$ cat src/rtl/vga_sync_gen.sv
// vga_sync_gen: raster counters for the renderer, with blanked colour and syncs registered in step for the VGA pins
module vga_sync_gen #(
  parameter int H_DISPLAY = 640,
  parameter int H_FRONT   = 16,
  parameter int H_SYNC    = 96,
  parameter int H_BACK    = 48,
  parameter int V_DISPLAY = 480,
  parameter int V_FRONT   = 10,
  parameter int V_SYNC    = 2,
  parameter int V_BACK    = 33,
  parameter int PIX_DIV   = 2
) (
  input  logic       clk,
  input  logic       reset,
  input  logic [2:0] rgb_in,
  output logic [9:0] HCount,
  output logic [9:0] VCount,
  output logic       pixel_tick,
  output logic       video_on,
  output logic       frame_start,
  output logic       hsync,
  output logic       vsync,
  output logic [2:0] rgb
);
  localparam int H_TOTAL = H_DISPLAY + H_FRONT + H_SYNC + H_BACK;
  localparam int V_TOTAL = V_DISPLAY + V_FRONT + V_SYNC + V_BACK;
  localparam int DW = PIX_DIV > 1 ? $clog2(PIX_DIV) : 1;
  localparam logic [DW-1:0] DIV_MAX = DW'(PIX_DIV - 1);
  localparam logic [9:0] H_MAX  = 10'(H_TOTAL - 1);
  localparam logic [9:0] V_MAX  = 10'(V_TOTAL - 1);
  localparam logic [9:0] H_VIS  = 10'(H_DISPLAY);
  localparam logic [9:0] V_VIS  = 10'(V_DISPLAY);
  localparam logic [9:0] HS_BEG = 10'(H_DISPLAY + H_FRONT);
  localparam logic [9:0] HS_END = 10'(H_DISPLAY + H_FRONT + H_SYNC);
  localparam logic [9:0] VS_BEG = 10'(V_DISPLAY + V_FRONT);
  localparam logic [9:0] VS_END = 10'(V_DISPLAY + V_FRONT + V_SYNC);
  logic [DW-1:0] div_q, div_d;
  logic [9:0]    h_q, h_d, v_q, v_d;
  logic          hs_q, hs_d, vs_q, vs_d;
  logic [2:0]    rgb_q, rgb_d;
  logic          h_end, v_end;
  assign h_end       = h_q == H_MAX;
  assign v_end       = v_q == V_MAX;
  assign pixel_tick  = div_q == DIV_MAX;
  assign video_on    = h_q < H_VIS && v_q < V_VIS;
  assign frame_start = pixel_tick && h_end && v_end;
  // Everything advances only on the tick, so the registered outputs describe the pixel just sampled
  always_comb begin
    div_d = pixel_tick ? '0 : div_q + DW'(1);
    h_d   = pixel_tick ? (h_end ? '0 : h_q + 10'd1) : h_q;
    v_d   = (pixel_tick && h_end) ? (v_end ? '0 : v_q + 10'd1) : v_q;
    hs_d  = pixel_tick ? ~(h_q >= HS_BEG && h_q < HS_END) : hs_q;
    vs_d  = pixel_tick ? ~(v_q >= VS_BEG && v_q < VS_END) : vs_q;
    rgb_d = pixel_tick ? (video_on ? rgb_in : 3'b000) : rgb_q;
  end
  always_ff @(posedge clk) begin
    if (reset) begin
      div_q <= '0;
      h_q   <= '0;
      v_q   <= '0;
      hs_q  <= 1'b1;
      vs_q  <= 1'b1;
      rgb_q <= 3'b000;
    end else begin
      div_q <= div_d;
      h_q   <= h_d;
      v_q   <= v_d;
      hs_q  <= hs_d;
      vs_q  <= vs_d;
      rgb_q <= rgb_d;
    end
  end
  assign HCount = h_q;
  assign VCount = v_q;
  assign hsync  = hs_q;
  assign vsync  = vs_q;
  assign rgb    = rgb_q;
endmodule

$ cat config.mk
export PLATFORM = sky130hd
export DESIGN_NAME = vga_sync_gen
export DESIGN_NICKNAME = d
export VERILOG_FILES = /design/src/rtl/vga_sync_gen.sv
export SDC_FILE = /design/constraint.sdc
export NUM_CORES = 1
export LEC_CHECK = 0
export ABC_AREA = 1
export BUFFER_PORTS_ARGS = -buffer_cell sky130_fd_sc_hd__buf_4
export CAP_MARGIN = 20
export CORE_MARGIN = 5
export CORE_UTILIZATION = 35
export CTS_CLUSTER_DIAMETER = 120
export DETAILED_ROUTE_END_ITERATION = 10
export HOLD_SLACK_MARGIN = 0.06
export PLACE_DENSITY_LB_ADDON = 0.05
export SYNTH_ARGS = -nofsm -noshare
export SYNTH_HDL_FRONTEND = slang
export SYNTH_SLANG_ARGS = --single-unit
$ cat constraint.sdc
create_clock -name clk -period 1.4 [get_ports clk]
set_input_delay 0.07 -clock clk [delete_from_list [all_inputs] [get_ports clk]]
set_output_delay 0.07 -clock clk [all_outputs]
set_load 0.1 [all_outputs]
Word level (Yosys, flattened, before mapping)
Cells that the tools add are included.
Word-level totals
  RAM bits: 0
  bits in read-only memories: 0
  output and inout bits: 28
  flip-flop bits (word level): 26
  bits of input ports: 5
  memories kept: 0
  bits in latches: 0
Operators by class
  bitwise gates (word level): 2
  reductions and logical operators: 6
  multiplexer cells: 3
  equality and inequality tests: 2
  add/sub/neg operators: 3
  multiply operators: 0
  shift operators: 0
  div/mod/pow operators: 0
  order comparisons: 6
Operators with widths (count)
  adder 10 x 1 -> 10 bit (second input constant): 2
  equality test 10 bit (second input constant): 2
  less-than comparator 10 bit (second input constant): 2
  less-than comparator 10 x 9 -> 1 bit (second input constant): 2
  2-to-1 mux 10 bit: 2
  greater-or-equal comparator 10 bit (second input constant): 1
  greater-or-equal comparator 10 x 9 -> 1 bit (second input constant): 1
  logical AND 1 bit: 5
  2-to-1 mux 3 bit: 1
  inverter 1 bit: 2
  OR reduction 2 bit: 1
  adder 1 bit (second input constant): 1

Longest topological paths before layout
Gate-level depths: netlist (run 1).
  depth after elaboration: 3
  gate-level depth with buffers: 9

Worst setup path before layout (run 1)
OpenSTA, ideal clock, no wires.
  path type: register -> register
  start point: reg h_q[8] (netlist: HCount[8])
  end point: reg rgb_q[0] (netlist: rgb[0])
  cell stages (with the launch flop): 7
  arrival time: 2.911 ns
  setup time: 0.066 ns
  buffers on the path: 0
  path slack: -1.577 ns
  period minus slack after synthesis: 2.977 ns
  cell sequence: dfxtp_1 > nor2_1 > nand2_1 > nand3_1 > nor2_1 > nand3_1 > nand2_1
Between the ends
  longest elaborated chain between the ends: 3
Ends and longest elaborated chain
  start, declared: line 38  | logic [9:0] h_q, h_d, v_q, v_d;
  start signal, assigned: line 59  | h_q <= '0;
  start signal, assigned: line 66  | h_q <= h_d;
  less-than comparator 10 bit: line 45  | assign video_on = h_q < H_VIS && v_q < V_VIS;
  logical AND 1 bit: line 45
  named net video_on: line 19  | output logic video_on,
  2-to-1 mux 3 bit: line 54  | rgb_d = pixel_tick ? (video_on ? rgb_in : 3'b000) : rgb_q;
  end signal, assigned: line 70  | rgb_q <= rgb_d;
  end, declared: line 40  | logic [2:0] rgb_q, rgb_d;
The timed path passes the listed nets, and every way through them passes these cells.
A chain may end at the register's enable or synchronous reset.

Worst setup path after layout (run 1)
  start point: reg h_q[0] (netlist: HCount[0])
  end point: out frame_start
Between the ends
  longest elaborated chain between the ends: 3
Ends and longest elaborated chain
  equality test 10 bit: line 42  | assign h_end = h_q == H_MAX;
  logical AND 1 bit (2 in series): line 46  | assign frame_start = pixel_tick && h_end && v_end;
  end, declared: line 20  | output logic frame_start,
No other way between the ends.

==> summary.md, run 1 <==
| Metric | Value |
|---|---|
| YS warnings | 0 |
| Post-DP HPWL | roughly 2800 um |
| Vias in the first global route | ~1400 |
| H-tree Lvls | 1 |
| Internal Power | ~1.0 mW |
| Register bit total from synthesis | 26 |
| Flop pwr share | 51.9% |
| Largest net degree at the start of global routing | 15 |
| Max FO, Critical Path | 4 |
| WS Path Type | flop to output port |
| Post-synth top area cell | dfxtp_1 |
| Worst clock skew | roughly 6.1 ps |
| FFs w/ async S/R, synth | 0% |
| Fill cells | between 400 and 500 |
| M2 GR Usage | 25.6% |
| Startpoint type of the worst setup path | flop |
| Global route overflow | 0 |
| Most frequent cells after synthesis | nand2_1, nor2_1, dfxtp_1 |
| Most common cell in the netlist | nand2_1 |
| Clk root buf | clkbuf_8 |
| Sequence of cells on the critical path | ha_4 > nand2_4 > nor2_4 > nand3_2 > nor2_4 > buf_12 |
| Skew-Pair Late Insertion Delay | 270 ps |
| Cells after synthesis | about 210 |
| P per Cell Area | between 600 and 700 mW/mm^2 |
| Layout cell share with drive strength beyond 1 | 45.3% |
| Initial Util | 36.2% |
| Antenna violations before repair | 0 |
| Routed Antenna Nets | 0 |
| Number of remaining DRC errors | 0 |
| Failing checks | setup timing |
| Via density | 4.82 |
| Comb pwr share | between 10 and 15% |
| Worst min-delay path class | input pin to flop |
| Transition time of the tightest slew-check pin | 271 ps |
| Nets | between 200 and 300 |
| Mapped Avg Cell Area | between 6 and 7 um^2 |
| Post-DR wirelength/cell | 12.4 um |
| Drt initial violations | slightly below 70 |
| Max Root-Sink Buffers | 2 |
| Tot GR Track Use | 14.8% |
| Die Wd | 74.3 um |
| Via Count | 1529 |
| TritonCTS Buffers | 3 |
| Post-synthesis sequential area ratio | between 30% and 40% |
| Placeable Area | 0.00400 mm^2 |
| Mapped Nets | 223 |
| Gr busiest metal | met2 |
| Final Util | 54.9% |
| CP most frequent cell | nor2_4 |
| CP Data Arrival Time | roughly 1400 ps |
| Cell variety after synth | 27 |
| Yosys top cell area share | 36.0% |
| IO Count | 33 |
| Slowest CP cell | dfxtp_4 |
| Fin crit share | 103% |
| Required time of the critical path | 1330 ps |
| Peak Freq | between 600 and 700 MHz |
| Crit path capture type | output port |
| Met1 GRT Util | 19.5% |
| DP Worst Slack | 40.0 ps |
| Period minus WS final | 1440 ps |
| Largest cells by area after synthesis | dfxtp_1, nand2_1, nand3_1, nor2_1, a21oi_1 |
| Cell Area, Synth | about 0.0014 mm^2 |
| RSZ-0062 raised after global routing | yes |
| Most common flop cell mapped by yosys | dfxtp_1 |
| Clock power frac | 36.0% |
| RD Place Congestion | about 0.80 |
| Worst setup margin | -44.4 ps |
| CP bufs+invs | 1 |
| WL final | 3940 um |
| First-pass GRT wire length | 6490 um |
| Number of port buffers | 32 |
| Final hold violations | 0 |
| Full die area | 0.00552 mm^2 |
| DR pass1 iterations | 4 |
| Switching share of power | 28.2% |
| Post-synth EDFFs | 0 |
| Total net switching power | between 0.3 and 0.4 mW |
| Peak VDD IR | 0.344 mV |
| Layout Area Growth over Synthesis | 51.7% |
| Total of max-cap violations | 0 |
| # clock sinks | 26 |
| Met3 GRT Util | 2.16% |
| CP top delay family | simple AND/OR/NAND/NOR gates |
| Max-slew headroom | 81.9% |
| Max incr delay on CP | 370 ps |
| ANT cells | 0 |
| Chip Height | 74.3 um |
| Status | complete, but fails checks |
| Number of cell rows | 23 |
| Clk slew on worst S/H paths | 100 ps |
| Leak Pwr | just over 0.9 nW |
| Final setup fails | 1 |
| Final Max Tran Viols | 0 |
| CTS tree | yes |
-- area by class of cell --
class	instances	area, um^2	share of cell area, %
multi-input cells	159	952	43.4
clock buffers	4	55.1	2.51
flip-flops and latches	26	594	27.1
repair buffers	52	427	19.4
inverters	26	105	4.79
well taps	50	62.6	2.85
-- worst register-to-register path, cell delays in order (launching register included) --
cell     delay [ps]
dfxtp_4         370
ha_4            140
nand2_4          70
nor2_2          140
nand3_2         110
nor2_4          200
nand3_1         120
a21oi_2         130
-- power groups by stage --
stage	clock [mW]	combinational (mW)	sequential (mW)
after detailed placement	0	0.154	0.753
after floorplan	0	0.0412	0.829
after global routing	0.558	0.183	0.734
after CTS	0.524	0.169	0.734
final	0.508	0.171	0.732
after global placement	0	0.155	0.753
-- worst paths after layout --
kind / start / end / slack [ps] / cells past startpoint
max: HCount[0]$_SDFFE_PP0P_ / frame_start / -40 / 6
min: reset / VCount[8]$_SDFFE_PP0P_ / 80 / 2
min reg2reg: rgb[1]$_SDFFE_PP0P_ / rgb[1]$_SDFFE_PP0P_ / 460 / 2
max reg2reg: HCount[0]$_SDFFE_PP0P_ / VCount[7]$_SDFFE_PP0P_ / 50 / 7
-- layer usage --
layer  vias to the layer above  part of all wire [%]
met1                       714                    46
met3                         2                   2.8
li1                        790                     -
met2                        23                    50
met5                         -                     0
met4                         0                  0.53
-- flip-flops by register name (all words and copies together) (netlist names) --
| signal | count |
|---|---|
| hsync | 1 |
| pixel_tick | 1 |
| VCount | 10 |
| HCount | 10 |
| rgb | 3 |
| vsync | 1 |
-- metrics by stage --
stage / setup TNS, ps / hold WS (ps) / power (mW) / std cells / area, um^2
finish: -44.4 / 83.2 / 1.41 / 317 / 2200
global route: -351 / 85.9 / 1.48 / 317 / 2200
CTS: -89.4 / 84.0 / 1.43 / 308 / 2080
detailed placement: 0 / 286 / 0.907 / 295 / 1880
global placement: 0 / 282 / 0.909 / 295 / 1880
floorplan: -1380 / 136 / 0.870 / 214 / 1580
-- kinds of logic (layout without fill, tap and decap cells) --
group / count (synthesis) / after routing / synth area share [%]
flip-flops: 26 / 26 / 36.0
XOR/XNOR: 6 / 6 / 3.63
buffers and inverters: 29 / 82 / 8.21
adder cells (fa/ha/maj): 4 / 4 / 3.46
AND/OR/NAND/NOR: 126 / 126 / 40.5
AO/OA/AOI/OAI: 23 / 23 / 8.21
-- layout by cell type (no fill, tap or decap), types with 4 or more instances in the layout --
| cell | instances |
|---|---|
| nor2_2 | 10 |
| nand4_1 | 4 |
| a21oi_1 | 16 |
| clkbuf_8 | 4 |
| nor3_1 | 4 |
| nand3_2 | 4 |
| xor2_1 | 5 |
| nand3_1 | 18 |
| dfxtp_4 | 19 |
| inv_1 | 16 |
| nand2_1 | 48 |
| dfxtp_1 | 5 |
| nor2_1 | 17 |
| inv_2 | 6 |
| nor2_4 | 9 |
| nand2_2 | 6 |
| buf_4 | 46 |
-- timing repair --
action | 4_1_cts | 5_1_grt
endpoints found under the setup margin | 2 | 10
setup buffers | 6 | 9
hold buffers | 3 | 0
pin swaps | 6 | 10
endpoints found under the hold margin | 3 | 0
resized for setup | 20 | 16
(Power assumes the default switching activity.)
==> run 2, diff against run 1 <==
--- a/config.mk
+++ b/config.mk
@@ -7,5 +7,4 @@
 export LEC_CHECK = 0
 export ABC_AREA = 1
-export BUFFER_PORTS_ARGS = -buffer_cell sky130_fd_sc_hd__buf_4
 export CAP_MARGIN = 20
 export CORE_MARGIN = 5
@@ -13,4 +12,5 @@
 export CTS_CLUSTER_DIAMETER = 120
 export DETAILED_ROUTE_END_ITERATION = 10
+export DONT_BUFFER_PORTS = 1
 export HOLD_SLACK_MARGIN = 0.06
 export PLACE_DENSITY_LB_ADDON = 0.05
==> constraint.sdc (replaced) <==
create_clock -name clk -period 1.4 [get_ports clk]
set_input_delay 0.21 -clock clk [delete_from_list [all_inputs] [get_ports clk]]
set_output_delay 0.21 -clock clk [all_outputs]
set_load 0.1 [all_outputs]
==> run 2 against run 1 <==
  * The run still ends with setup timing left
  * Worst hold slack lost 18 ps
  * Wire length increased by 9.0%
  * Die area stayed put
  * Count of clock-buffer cells in the layout unchanged
  * Critical path depth unchanged
  * Cell area rose by 5.9%
  * Sequential cell count unchanged
  * Clock power increased by 2%
  * Sequential power about the same
  * Utilization increased by 3.3 points
  * Largest cell class unchanged
==> summary.md, run 2 (synthesis gave the netlist of run 1 again) <==
| Metric | Value |
|---|---|
| Status | complete, but fails checks |
| Failing checks | setup timing |
| Commonest non-fill, non-tap cell in the layout | buf_4 |
| Setup crit start | HCount[1]$_SDFFE_PP0P_ |
| Worst Hold Slack | roughly 65 ps |
| R2r startpoint | HCount[1]$_SDFFE_PP0P_ |
| Routed Antenna Nets | 0 |
| WS Path Type | flop to output port |
| Via density | 4.88 |
| Crit path capture type | output port |
| Peak Freq | approximately 620 MHz |
| CTS tree | yes |
| Number of port buffers | 0 |
| Transition time of the tightest slew-check pin | 666 ps |
| R2R depth | 8 |
| Final hold violations | 0 |
| Initial Util | 36.2% |
| Skew-Pair Late Insertion Delay | 280 ps |
| Total of max-cap violations | 0 |
| Layout cell share with drive strength beyond 1 | 49.8% |
| CP Data Arrival Time | 1400 ps |
| RD Place Congestion | 0.788 |
| # clock sinks | 26 |
| Startpoint type of the worst setup path | flop |
| Fin crit share | 115% |
| RSZ-0062 raised after global routing | yes |
| Commonest cells after routing, fill and taps aside | buf_4, nand2_1, dfxtp_4, nor2_1 |
| Crit path to | frame_start |
| Chip Height | 74.3 um |
| Worst min-delay path class | input pin to flop |
| Peak VDD IR | between 0.3 and 0.4 mV |
| IO Count | 33 |
| WHS Path Cells | 2 |
| Worst setup margin | -206 ps |
| Drt initial violations | 60 |
| Post-DP HPWL | 2980 um |
| Via Count | 1576 |
| Number of remaining DRC errors | 0 |
| DR pass1 iterations | 4 |
| Required time of the critical path | 1190 ps |
| Global route overflow | 0 |
| Max incr delay on CP | 380 ps |
| Die Wd | 74.3 um |
| Vias in the first global route | between 1500 and 2000 |
| H-tree Lvls | 1 |
| Post-DR wirelength/cell | 13.3 um |
| TritonCTS Buffers | 3 |
| First-pass GRT wire length | 6710 um |
| Antenna violations before repair | 0 |
| WL final | 4290 um |
| Leak Pwr | 0.985 nW |
| Max Root-Sink Buffers | 2 |
| P per Cell Area | 607 mW/mm^2 |
| Full die area | 0.00552 mm^2 |
| RR Endpoint | VCount[0]$_SDFFE_PP0P_ |
| Max-slew headroom | 55.6% |
| Largest net degree at the start of global routing | 15 |
| Nets | 283 |
| Slowest CP cell | dfxtp_4 |
| Clk root buf | clkbuf_8 |
| ANT cells | 0 |
| Layout Area Growth over Synthesis | 60.7% |
| Final Max Tran Viols | 0 |
| R2R Setup Slk | -80 ps |
| Setup TNS | -710 ps |
| Worst clock skew | 4.13 ps |
| Period minus WS final | 1610 ps |
| Clk slew on worst S/H paths | about 100 ps |
| Placeable Area | 0.00400 mm^2 |
| Sequence of cells on the critical path | ha_4 > nand2_4 > nor2_4 > nand3_2 > nor2_4 > buf_12 |
| Final setup fails | 12 |
| Number of cell rows | 23 |
| Tot GR Track Use | 15.4% |
| CP most frequent cell | nor2_4 |
| Max FO, Critical Path | 4 |
## run 2: area by class of cell
type | instances | area, um^2
clock buffer | 4 | 55.1
tap | 50 | 62.6
timing repair buffer | 58 | 505
multi-input combinational | 159 | 1010
fill | 382 | 1670
sequential | 26 | 592
inverter | 26 | 105
## run 2: stage by stage
| stage | setup WS, ps | std cells | instance area [um^2] | utilization (%) | power (mW) |
|---|---|---|---|---|---|
| 2_1_floorplan | -326 | 214 | 1590 | - | 0.870 |
| 3_3_place_gp | 34.3 | 296 | 1910 | 47.9 | 0.890 |
| 3_5_place_dp | 16.2 | 296 | 1910 | 47.9 | 0.891 |
| 4_1_cts | -280 | 311 | 2080 | 52.0 | 1.41 |
| 5_1_grt | -274 | 323 | 2330 | 58.1 | 1.46 |
| 6_report | -206 | 323 | 2330 | 58.1 | 1.41 |
## run 2: worst max-delay path: cells and delay by family (launching register included)
kind                       cells  cell delay (ps)
and+or+nand+nor                4              400
buffers and inverters          1              180
adders and majority gates      1              150
DFF                            1              380
## run 2: worst min-delay path by stage
| stage | start | end | slack (ps) |
|---|---|---|---|
| CTS | rgb_in[2] | rgb[2]$_SDFFE_PP0P_ | 70 |
| global placement | reset | VCount[3]$_SDFFE_PP0P_ | 270 |
| detailed placement | reset | VCount[0]$_SDFFE_PP0P_ | 280 |
| finish | rgb_in[1] | rgb[1]$_SDFFE_PP0P_ | 60 |
| global route | rgb_in[1] | rgb[1]$_SDFFE_PP0P_ | 70 |
| floorplan | reset | HCount[4]$_SDFFE_PP0P_ | 280 |
## run 2: routing by layer
metal	global-route usage, %	vias up	share of wire, %
met3	2.57	6	3.0
li1	-	808	-
met1	18.8	742	43
met5	0	-	0
met4	5.73	0	1.3
met2	27.2	20	53
## run 2: repair_timing
action	in CTS	in global routing
gates resized for setup	9	42
setup buffers	9	11
cloned	0	0
hold buffers	2	1
pin swaps	7	21
hold endpoints to repair	13	1
endpoints found under the setup margin	2	20
## run 2: where the power goes
part	switching (mW)	total, mW	leakage [nW]	internal [mW]
Clock	0.265	0.517	0.0288	0.252
Combinational	0.125	0.160	0.730	0.0344
Sequential	0.0152	0.735	0.226	0.720
Total	0.406	1.41	0.985	1.01
==> run 3, diff against run 2 <==
Settings changed: CORE_UTILIZATION 35 to 55, HOLD_SLACK_MARGIN 0.06 to 0.03.
==> run 3 against run 2 <==
  * The run still ends with setup timing left
  * Wire length up 30%
  * Register-to-register slack worse by 70 ps
  * Clock power up 7.2%
==> summary.md, run 3 (synthesis gave the netlist of run 1 again) <==
| Metric | Value |
|---|---|
| WS Path Type | flop to output port |
| Max incr delay on CP | 390 ps |
| Status | complete, but fails checks |
| Number of port buffers | 0 |
| CTS tree | yes |
| Worst min-delay path class | input pin to flop |
| Initial Util | ~58% |
| Nets | 288 |
| Final instance area | 0.00235 mm^2 |
| IO Count | 33 |
| Vias in the first global route | 1637 |
| Antenna violations before repair | 0 |
| Crit path capture type | output port |
| Max Root-Sink Buffers | 2 |
| Skew-Pair Late Insertion Delay | 350 ps |
| ANT cells | 0 |
| CP bufs+invs | 2 |
| Number of remaining DRC errors | 0 |
| Routed Antenna Nets | 0 |
| Via Count | 1823 |
| Slowest CP cell | dfxtp_4 |
| CP Data Arrival Time | 1530 ps |
| Peak VDD IR | 1.06 mV |
| Max-slew headroom | a little over 50% |
| Period minus WS final | ~1700 ps |
| # clock sinks | 26 |
| Sequence of cells on the critical path | inv_4 > ha_4 > nand2_4 > nor2_4 > nand3_2 > nor2_4 > buf_12 |
| Commonest non-fill, non-tap cell in the layout | buf_4 |
| First-pass GRT wire length | 7090 um |
| Max FO, Critical Path | 2 |
| Global route overflow | 0 |
| Required time of the critical path | 1190 ps |
| Die Wd | between 60 and 70 um |
| Failing checks | setup timing |
| WL final | 5580 um |
| Post-DP HPWL | 2900 um |
| Tot GR Track Use | between 20% and 30% |
| Layout Area Growth over Synthesis | 62.1% |
| TritonCTS Buffers | 3 |
| DR pass1 iterations | 4 |
| Final hold violations | 0 |
| DP Worst Slack | 5.71 ps |
| RSZ-0062 raised after global routing | yes |
| Drt initial violations | 214 |
| Placeable Area | 0.00250 mm^2 |
| RD Place Congestion | 0.887 |
| Final Util | roughly 94% |
| Startpoint type of the worst setup path | flop |
| H-tree Lvls | 1 |
| Via density | 5.92 |
| P per Cell Area | 624 mW/mm^2 |
| Commonest cells after routing, fill and taps aside | buf_4, nand2_1, dfxtp_4 |
| Final Max Tran Viols | 0 |
| Total of max-cap violations | 0 |
| Largest net degree at the start of global routing | 16 |
| Peak Freq | approximately 570 MHz |
| Final setup fails | 9 |
| Layout cell share with drive strength beyond 1 | 50.7% |
| Worst setup margin | -344 ps |
| Setup TNS | -952 ps |
| Chip Height | 61.3 um |
| Clk slew on worst S/H paths | ~160 ps |
| Leak Pwr | 0.984 nW |
| Worst Hold Slack | about 64 ps |
| CP most frequent cell | nor2_4 |
| CP top delay family | simple AND/OR/NAND/NOR gates |
| Worst clock skew | 1.65 ps |
| Full die area | ~0.0038 mm^2 |
| Placed Area | 0.00190 mm^2 |
| Fin crit share | 125% |
| Post-DR wirelength/cell | 18.1 um |
| Transition time of the tightest slew-check pin | between 700 and 800 ps |
| Number of cell rows | 18 |
| Clk root buf | clkbuf_4 |
-- run 3: per-layer routing --
metal  vias to the layer above  global-route usage (%)  wire, um
li1                        816                       -         -
met1                       859                    25.6      2040
met2                       110                    46.4      2760
met3                        38                    6.29       473
met4                         0                    16.1       309
met5                         -                       0         0
-- run 3: path summary, 6_finish.rpt --
path | startpoint | end | slack [ps] | cells after the start
hold reg to reg | rgb[0]$_SDFFE_PP0P_ | rgb[0]$_SDFFE_PP0P_ | 510 | 2
setup / recovery | VCount[1]$_SDFFE_PP0P_ | frame_start | -340 | 7
setup reg to reg | HCount[0]$_SDFFE_PP0P_ | VCount[5]$_SDFFE_PP0P_ | -150 | 9
hold / removal | reset | pixel_tick$_SDFF_PP0_ | 60 | 2
-- run 3: report_power, final --
group          total (mW)  switching (mW)  internal, mW
clock               0.554           0.264         0.290
combinational       0.175           0.135        0.0398
sequential          0.736          0.0145         0.721
-- run 3: worst reg2reg max path, cell delays in order, from the launching register on --
cell	delay [ps]
dfxtp_4	390
ha_4	150
nand2_4	70
buf_4	150
inv_1	100
nand4_2	160
nor2_4	170
nand3_1	90
nand2_1	100
nor2_1	70
-- run 3: through the flow --
| stage | std cells | power (mW) |
|---|---|---|
| finish | 308 | 1.46 |
| global route | 308 | 1.49 |
| CTS | 297 | 1.43 |
| detailed placement | 277 | 0.893 |
| global placement | 277 | 0.891 |
| floorplan | 214 | 0.870 |
-- run 3: what timing repair did --
item	CTS	global route
hold buffers	4	0
pin swaps	7	23
endpoints found under the hold margin	16	0
resized for setup	17	29
endpoints found under the setup margin	2	15
setup buffers	12	15
-- run 3: area by class of cell --
class                      instances  area (um^2)
sequential                        26          592
clock inverter                     1         30.0
multi-input combinational        159         1020
inverter                          26          105
timing repair buffer              63          543
clock buffer                       3         22.5
fill                              77          154
tap                               30         37.5
